### src/rtl/uart_receive_cfg.sv
// uart_receive_cfg
// ----------------
// Configurable UART receiver. It turns an asynchronous serial line into
// DATA_BITS-wide words (LSB first) with 1 or 2 stop bits and optional parity.
// Each finished frame goes into a one-word holding register that the consumer
// drains with a valid/ready handshake. The framing and parity flags qualify
// the held word.
//
// Compile-time option:
//   UART_RX_PARITY_EN - when defined, a parity bit is expected between the
//                       data and stop bits, and it is checked according to
//                       PARITY_ODD. When undefined, parity_err_out is
//                       always 0.
//
// Ports:
//   clk_in         system clock
//   rst_in         asynchronous active-high reset
//   rx_wire_in     raw serial line, idles high, asynchronous to clk_in
//   ready_in       consumer accepts the held word
//   valid_out      held word available
//   data_out       received word
//   frame_err_out  a stop bit of the held word was sampled low
//   parity_err_out the held word failed its parity check
//   overrun_out    one-cycle pulse when a finished frame is dropped
module uart_receive_cfg #(
  parameter int INPUT_CLOCK_FREQ = 100_000_000,
  parameter int BAUD_RATE        = 9600,
  parameter int DATA_BITS        = 8,
  parameter int STOP_BITS        = 1,
  parameter int PARITY_ODD       = 0
) (
  input  logic                 clk_in,
  input  logic                 rst_in,
  input  logic                 rx_wire_in,
  input  logic                 ready_in,
  output logic                 valid_out,
  output logic [DATA_BITS-1:0] data_out,
  output logic                 frame_err_out,
  output logic                 parity_err_out,
  output logic                 overrun_out
);

  localparam int BAUD_BIT_PERIOD = INPUT_CLOCK_FREQ / BAUD_RATE;
  localparam int HALF_BAUD       = BAUD_BIT_PERIOD / 2;
  localparam int CW              = (BAUD_BIT_PERIOD > 2) ? $clog2(BAUD_BIT_PERIOD) : 1;
  localparam int IW              = $clog2(DATA_BITS);

  localparam logic [CW-1:0] HALF_CNT  = CW'(HALF_BAUD);
  localparam logic [CW-1:0] LAST_CNT  = CW'(BAUD_BIT_PERIOD - 1);
  localparam logic [IW-1:0] LAST_IDX  = IW'(DATA_BITS - 1);
  localparam logic          LAST_STOP = (STOP_BITS == 2);

  typedef enum logic [2:0] {
    IDLE    = 3'd0,
    START   = 3'd1,
    DATA    = 3'd2,
    PARITY  = 3'd3,
    STOP    = 3'd4,
    DELIVER = 3'd5
  } state_t;

  state_t               state;
  logic [CW-1:0]        count;
  logic [IW-1:0]        index;
  logic                 stop_idx;
  logic [DATA_BITS-1:0] shift;
  logic                 frame_err;
  logic                 parity_err;
  logic                 rx_meta;
  logic                 rx_s;

`ifdef UART_RX_PARITY_EN
  localparam logic PARITY_IS_ODD = (PARITY_ODD != 0);
`else
  // PARITY_ODD has no effect without the parity stage.
  logic unused_parity_odd;
  assign unused_parity_odd = (PARITY_ODD != 0);
`endif

  // Two-flop synchroniser. Both flops reset to the idle line level, so a
  // reset can never look like a start bit.
  always_ff @(posedge clk_in or posedge rst_in) begin
    if (rst_in) begin
      rx_meta <= 1'b1;
      rx_s    <= 1'b1;
    end else begin
      rx_meta <= rx_wire_in;
      rx_s    <= rx_meta;
    end
  end

  always_ff @(posedge clk_in or posedge rst_in) begin
    if (rst_in) begin
      state          <= IDLE;
      count          <= '0;
      index          <= '0;
      stop_idx       <= 1'b0;
      shift          <= '0;
      frame_err      <= 1'b0;
      parity_err     <= 1'b0;
      valid_out      <= 1'b0;
      data_out       <= '0;
      frame_err_out  <= 1'b0;
      parity_err_out <= 1'b0;
      overrun_out    <= 1'b0;
    end else begin
      overrun_out <= 1'b0;
      // Handshake completes this cycle. DELIVER below may set valid again.
      if (valid_out && ready_in) begin
        valid_out <= 1'b0;
      end

      case (state)
        IDLE: begin
          count      <= '0;
          index      <= '0;
          stop_idx   <= 1'b0;
          frame_err  <= 1'b0;
          parity_err <= 1'b0;
          if (!rx_s) begin
            state <= START;
          end
        end

        // Check the start bit again at mid-bit to reject glitches.
        START: begin
          if (count == HALF_CNT) begin
            count <= '0;
            state <= rx_s ? IDLE : DATA;
          end else begin
            count <= count + 1'b1;
          end
        end

        DATA: begin
          if (count == LAST_CNT) begin
            count        <= '0;
            shift[index] <= rx_s;
            if (index == LAST_IDX) begin
              index <= '0;
`ifdef UART_RX_PARITY_EN
              state <= PARITY;
`else
              state <= STOP;
`endif
            end else begin
              index <= index + 1'b1;
            end
          end else begin
            count <= count + 1'b1;
          end
        end

`ifdef UART_RX_PARITY_EN
        PARITY: begin
          if (count == LAST_CNT) begin
            count      <= '0;
            parity_err <= (((^shift) ^ rx_s) != PARITY_IS_ODD);
            state      <= STOP;
          end else begin
            count <= count + 1'b1;
          end
        end
`endif

        // Leave after the last mid-bit sample. Not waiting for the end of
        // the stop bit lets the next start bit follow immediately.
        STOP: begin
          if (count == LAST_CNT) begin
            count <= '0;
            if (!rx_s) begin
              frame_err <= 1'b1;
            end
            if (stop_idx == LAST_STOP) begin
              state <= DELIVER;
            end else begin
              stop_idx <= 1'b1;
            end
          end else begin
            count <= count + 1'b1;
          end
        end

        // The holding register is free if it is empty or being drained now.
        DELIVER: begin
          state <= IDLE;
          if (!valid_out || ready_in) begin
            valid_out      <= 1'b1;
            data_out       <= shift;
            frame_err_out  <= frame_err;
            parity_err_out <= parity_err;
          end else begin
            overrun_out <= 1'b1;
          end
        end

        default: state <= IDLE;
      endcase
    end
  end

endmodule
### config.mk
export PLATFORM = sky130hd
export DESIGN_NAME = uart_receive_cfg
export DESIGN_NICKNAME = d
export VERILOG_FILES = /design/src/rtl/uart_receive_cfg.sv
export SDC_FILE = /design/constraint.sdc
export NUM_CORES = 1
export LEC_CHECK = 0
export ABC_AREA = 0
export CAP_MARGIN = 10
export CELL_PAD_IN_SITES_DETAIL_PLACEMENT = 2
export CELL_PAD_IN_SITES_GLOBAL_PLACEMENT = 2
export CORE_MARGIN = 5
export CORE_UTILIZATION = 34
export CTS_CLUSTER_DIAMETER = 30
export DETAILED_ROUTE_END_ITERATION = 10
export PLACE_DENSITY_LB_ADDON = 0.1
export SETUP_SLACK_MARGIN = 0.4
export SLEW_MARGIN = 25
export SYNTH_ARGS = -nofsm -noshare
export SYNTH_HDL_FRONTEND = slang
export SYNTH_SLANG_ARGS = --single-unit
### constraint.sdc
create_clock -name clk_in -period 2.15 [get_ports clk_in]
set_input_delay 0.3225 -clock clk_in [delete_from_list [all_inputs] [get_ports clk_in]]
set_output_delay 0.3225 -clock clk_in [all_outputs]
set_load 0.01 [all_outputs]
Word-level counts from Yosys, hierarchy flattened
Index checks and enable logic that the tools add are counted.

Word-level logic and storage cells: 73. Output and inout bits: 12. Bits of input ports: 4. Bits in registers: 43.

Muxes and demuxes: 28. Add/sub/neg operators: 2. Equality and inequality tests: 14. $lt $le $gt $ge: 2. Reductions and logical operators: 15.

Operators with widths (count): case mux 14 bit (3 select lines) (1); two-way mux 14 bit (2); two-way mux 3 bit (8); adder 14 x 1 -> 14 bit, second input constant (1); equality test 14 x 13 -> 1 bit, second input constant (1); equality test 14 bit, second input constant (1); inequality test 2 bit, second input constant (7); case mux 3 bit (4 select lines) (1); two-way mux 1 bit (10); equality test 3 bit, second input constant (3); bitwise mux 8 bit (1); AND reduction 2 bit (4); case mux 3 bit (2 select lines) (1); AND reduction 6 bit (1); < comparator 3 x 4 -> 1 bit, second input constant (1); case mux 1 bit (2 select lines) (2); nonzero test 2 bit (2); adder 3 x 1 -> 3 bit, second input constant (1); demux 1 bit (select 3 bit) (1); equality test 3 x 1 -> 1 bit, second input constant (1); equality test 3 x 2 -> 1 bit, second input constant (1); greater-or-equal comparator 3 x 1 -> 1 bit, second input constant (1); logical NOT 3 bit (1); AND reduction 3 bit (1); 6 further kinds (7).

Logic depth before layout (Yosys ltp)
Word-level depth: 5. Depth in mapped cells: 8. Mapped depth without buffers: 7.

Worst setup path after synthesis
No wires, ideal clock.

Path kind: register -> register. Start: reg count[0]. End: reg shift[4]. Arrival: 1975 ps. Setup time: 125 ps. Stages on the path, launching flop included: 7. Path buffers: 0. Setup slack: 50 ps. Data required time: 2025 ps. Clock period less this slack: 2100 ps. Path through: dfrtp_1 -> ha_1 -> and4b_1 -> nand4_4 -> or3_4 -> nor3b_2 -> mux2_2.

Word-level cells in the longest chain between the ends: 2.

RTL lines: start, declared (line 63) `logic [CW-1:0] count;`; start signal, assigned (line 131) `count <= count + 1'b1;`; start signal, assigned (line 150) `count <= count + 1'b1;`; start signal, assigned (line 180) `count <= count + 1'b1;`; equality test 14 bit (line 136) `if (count == LAST_CNT) begin`; AND reduction 2 bit (no source line); end signal, assigned by index (line 138) `shift[index] <= rx_s;`; end, declared (line 66) `logic [DATA_BITS-1:0] shift;`.

No other way between the ends. A chain may end at the register's enable or synchronous reset.

Final worst setup path
Start: reg count[0]. End: reg shift[2].

The elaborated chain is that of the path after synthesis.

==> impl_metrics.env <==
export IMPL_status="completed"
export IMPL_fin_nets=244
export IMPL_hpwlAfterDp_mm=4.06
export IMPL_synth_nets=214
export IMPL_min_period_ns=1.93
export IMPL_insertion_delay_ns=0.30
export IMPL_drtIter0Drc=49
export IMPL_synthTopCellsByArea="dfrtp_1, mux2_2, a31oi_1"
export IMPL_min_path_type="flip-flop to flip-flop"
export IMPL_slew_headroom_pct=62.6
export IMPL_cts_tree="yes"
export IMPL_rows=29
export IMPL_finalSetupViolations=0
export IMPL_final_common_cell="dfrtp_1"
export IMPL_drcViolationCount=0
export IMPL_synthFlopType="dfrtp_1"
export IMPL_first_pass_iters=4
export IMPL_cts_sinks=43
export IMPL_gp_congestion=0.766
export IMPL_critPathMaxStageDelay_ns=0.43
export IMPL_diodes=0
export IMPL_numPortBuffers=14
export IMPL_final_cell_mix="dfrtp_1, buf_4, nand2_1"
export IMPL_grt_remaining_overflow=0
export IMPL_cp_max_fo=4
export IMPL_ir_drop_v=0.000268
export IMPL_die_area_sq_um=8050
export IMPL_clock_fmax_ghz=0.518
export IMPL_num_vias=1716
export IMPL_pin_count=16
export IMPL_antenna_found_initial=0
export IMPL_crit_arrival_ns=2.11
export IMPL_clock_skew_ns=0.0135
export IMPL_track_usage_pct=15.0
export IMPL_first_global_vias=1975
export IMPL_fp_dieW_microns=89.7
export IMPL_cts_made_buffers=5
export IMPL_ys_seq_area_share_pct=49.9
export IMPL_routed_via_density=5.46
export IMPL_rsz0062_at_grt="true"
export IMPL_finalCritPeriodShare_pct=89.8
export IMPL_start_util_pct=34.4
export IMPL_synth_top_area_share_pct=47.5
export IMPL_worst_slew_pin_slew_ns=0.561
export IMPL_crit_type="flip-flop to flip-flop"
export IMPL_synth_area_per_cell_sq_um=10.5
export IMPL_cts_path_max_buffers=2
export IMPL_final_util_pct=43.7
export IMPL_critPathRequiredTime_ns=2.33
export IMPL_synth_edf_count=0
export IMPL_p_leak_nw=1.21
export IMPL_synth_distinct_cells=48
export IMPL_path_clk_slew_ns=0.08
export IMPL_cp_start_kind="flip-flop"
export IMPL_end_kind="flip-flop"
export IMPL_wire_per_inst_microns=19.2
export IMPL_grt_pass1_wl_mm=10.1
export IMPL_power_density_nw_per_um2=542
export IMPL_grt_max_degree=44
export IMPL_ant_nets=0
export IMPL_die_height_microns=89.7
export IMPL_syn_inst=206
export IMPL_cap_viol_max_count=0
export IMPL_ys_ff_latch=43
export IMPL_crit_chain="ha_4, and4b_2, nand4_4, or3_4, nor3b_2, mux2_4"
export IMPL_core_sq_um=6280
export IMPL_drive_gt1_share_pct=36.7
export IMPL_cts_root_buf="clkbuf_8"
export IMPL_cp_slowest_cell="dfrtp_2"
export IMPL_yosys_warnings=0
export IMPL_slew_viol_final=0
export IMPL_synth_async_reset_ratio_pct=100
export IMPL_fin_setup_tns_ns=0
export IMPL_syn_to_final_growth_pct=26.9
export IMPL_wirelength_mm=6.03
export IMPL_htreeDepth=2
export IMPL_synth_area_leader_cell="dfrtp_1"
export IMPL_finalHoldViolCount=0
export IMPL_synth_area_sq_um=2160
==> worst max-delay path, delay by kind of cell (launching register included) <==
family	cells	cell delay, ns
adder cells (fa/ha/maj)	1	0.15
AND/OR/NAND/NOR	4	0.93
flip-flops	1	0.43
multiplexers	1	0.31
==> flip-flops by register name (all words and copies together), names as in the netlist <==
signal and cells:
overrun_out 1, count 14, rx_s 1, index 3, frame_err_out 1, rx_meta 1, stop_idx 1, valid_out 1
data_out 8, shift 8, frame_err 1, state 3
==> synthesized netlist by cell type, types with 2 or more instances <==
cell type / number
mux2_2: 17
o22ai_1: 2
a21oi_1: 13
nand3b_1: 2
nor2b_1: 2
and3_1: 4
nand2_1: 17
buf_2: 3
dfrtp_1: 41
buf_1: 2
nor3b_2: 2
a22o_1: 2
a32o_1: 2
dfstp_2: 2
o21ai_0: 6
nand2b_1: 5
a31oi_1: 11
or2_2: 2
clkbuf_1: 6
nand3_1: 6
nor2_1: 14
inv_1: 8
nand4_1: 3
nor3b_1: 2
nor3_1: 6
ha_1: 4
==> stage by stage <==
step / instance area, sq um / instances / total power, mW / hold slack (ns) / worst slack [ns]
6_report: 2740 / 314 / 1.49 / 0.362 / 0.220
5_1_grt: 2740 / 314 / 1.54 / 0.365 / 0.154
4_1_cts: 2650 / 310 / 1.50 / 0.363 / 0.151
3_5_place_dp: 2440 / 294 / 0.858 / 0.352 / 0.0715
3_3_place_gp: 2440 / 294 / 0.856 / 0.346 / 0.149
2_1_floorplan: 2180 / 206 / 0.845 / 0.327 / 0.187
==> final cells by class <==
type,instances,area [sq um]
fillers,638,3540
flip-flops and latches,43,1090
clock buffers,5,68.8
repair buffers,37,325
inverters,8,30.0
well taps,77,96.3
clock inverters,3,43.8
multi-input cells,141,1090
==> layer usage <==
| layer | global-route usage [%] | up-vias | part of all wire (%) |
|---|---|---|---|
| met5 | 0 | - | 0 |
| met4 | 5.79 | 0 | 1.8 |
| met3 | 2.50 | 10 | 1.9 |
| met2 | 26.7 | 26 | 55 |
| met1 | 17.8 | 887 | 41 |
| li1 | - | 793 | - |
==> worst paths after layout <==
check | startpoint | slack (ns) | endpoint | cells after the start
worst max-delay path | count[0] | 0.22 | shift[2] | 6
worst min-delay path | rx_meta | 0.36 | rx_s | 0
worst max register to register | count[0] | 0.22 | shift[2] | 6
worst min register to register | rx_meta | 0.36 | rx_s | 0
max in group asynchronous | rst_in | 1.25 | state[2] | 3
min in group asynchronous | rst_in | 0.48 | index[0] | 3
==> what timing repair did <==
action	4_1_cts	5_1_grt
setup buffers	8	4
hold buffers	0	0
resized for setup	14	16
pin swaps	8	6
setup endpoints to repair	25	36
hold endpoints to repair	0	0
==> cell families after synthesis <==
family          Yosys count  synth area share, %
fa+ha+maj                 4                 2.32
buf+inv                  22                 4.75
mux                      17                 8.86
simple gates             76                 21.3
compound gates           41                 11.9
flops                    43                 49.9
xor+xnor                  2                0.811
other cells               1                0.174
==> power breakdown <==
group | switching, mW | leakage, nW | total, mW | internal (mW)
clock | 0.300 | 0.0581 | 0.646 | 0.346
combinational | 0.0180 | 0.586 | 0.0250 | 0.00695
sequential | 0.00395 | 0.566 | 0.815 | 0.811
total | 0.322 | 1.21 | 1.49 | 1.16
Note: power is estimated with default switching activity, not from simulation.
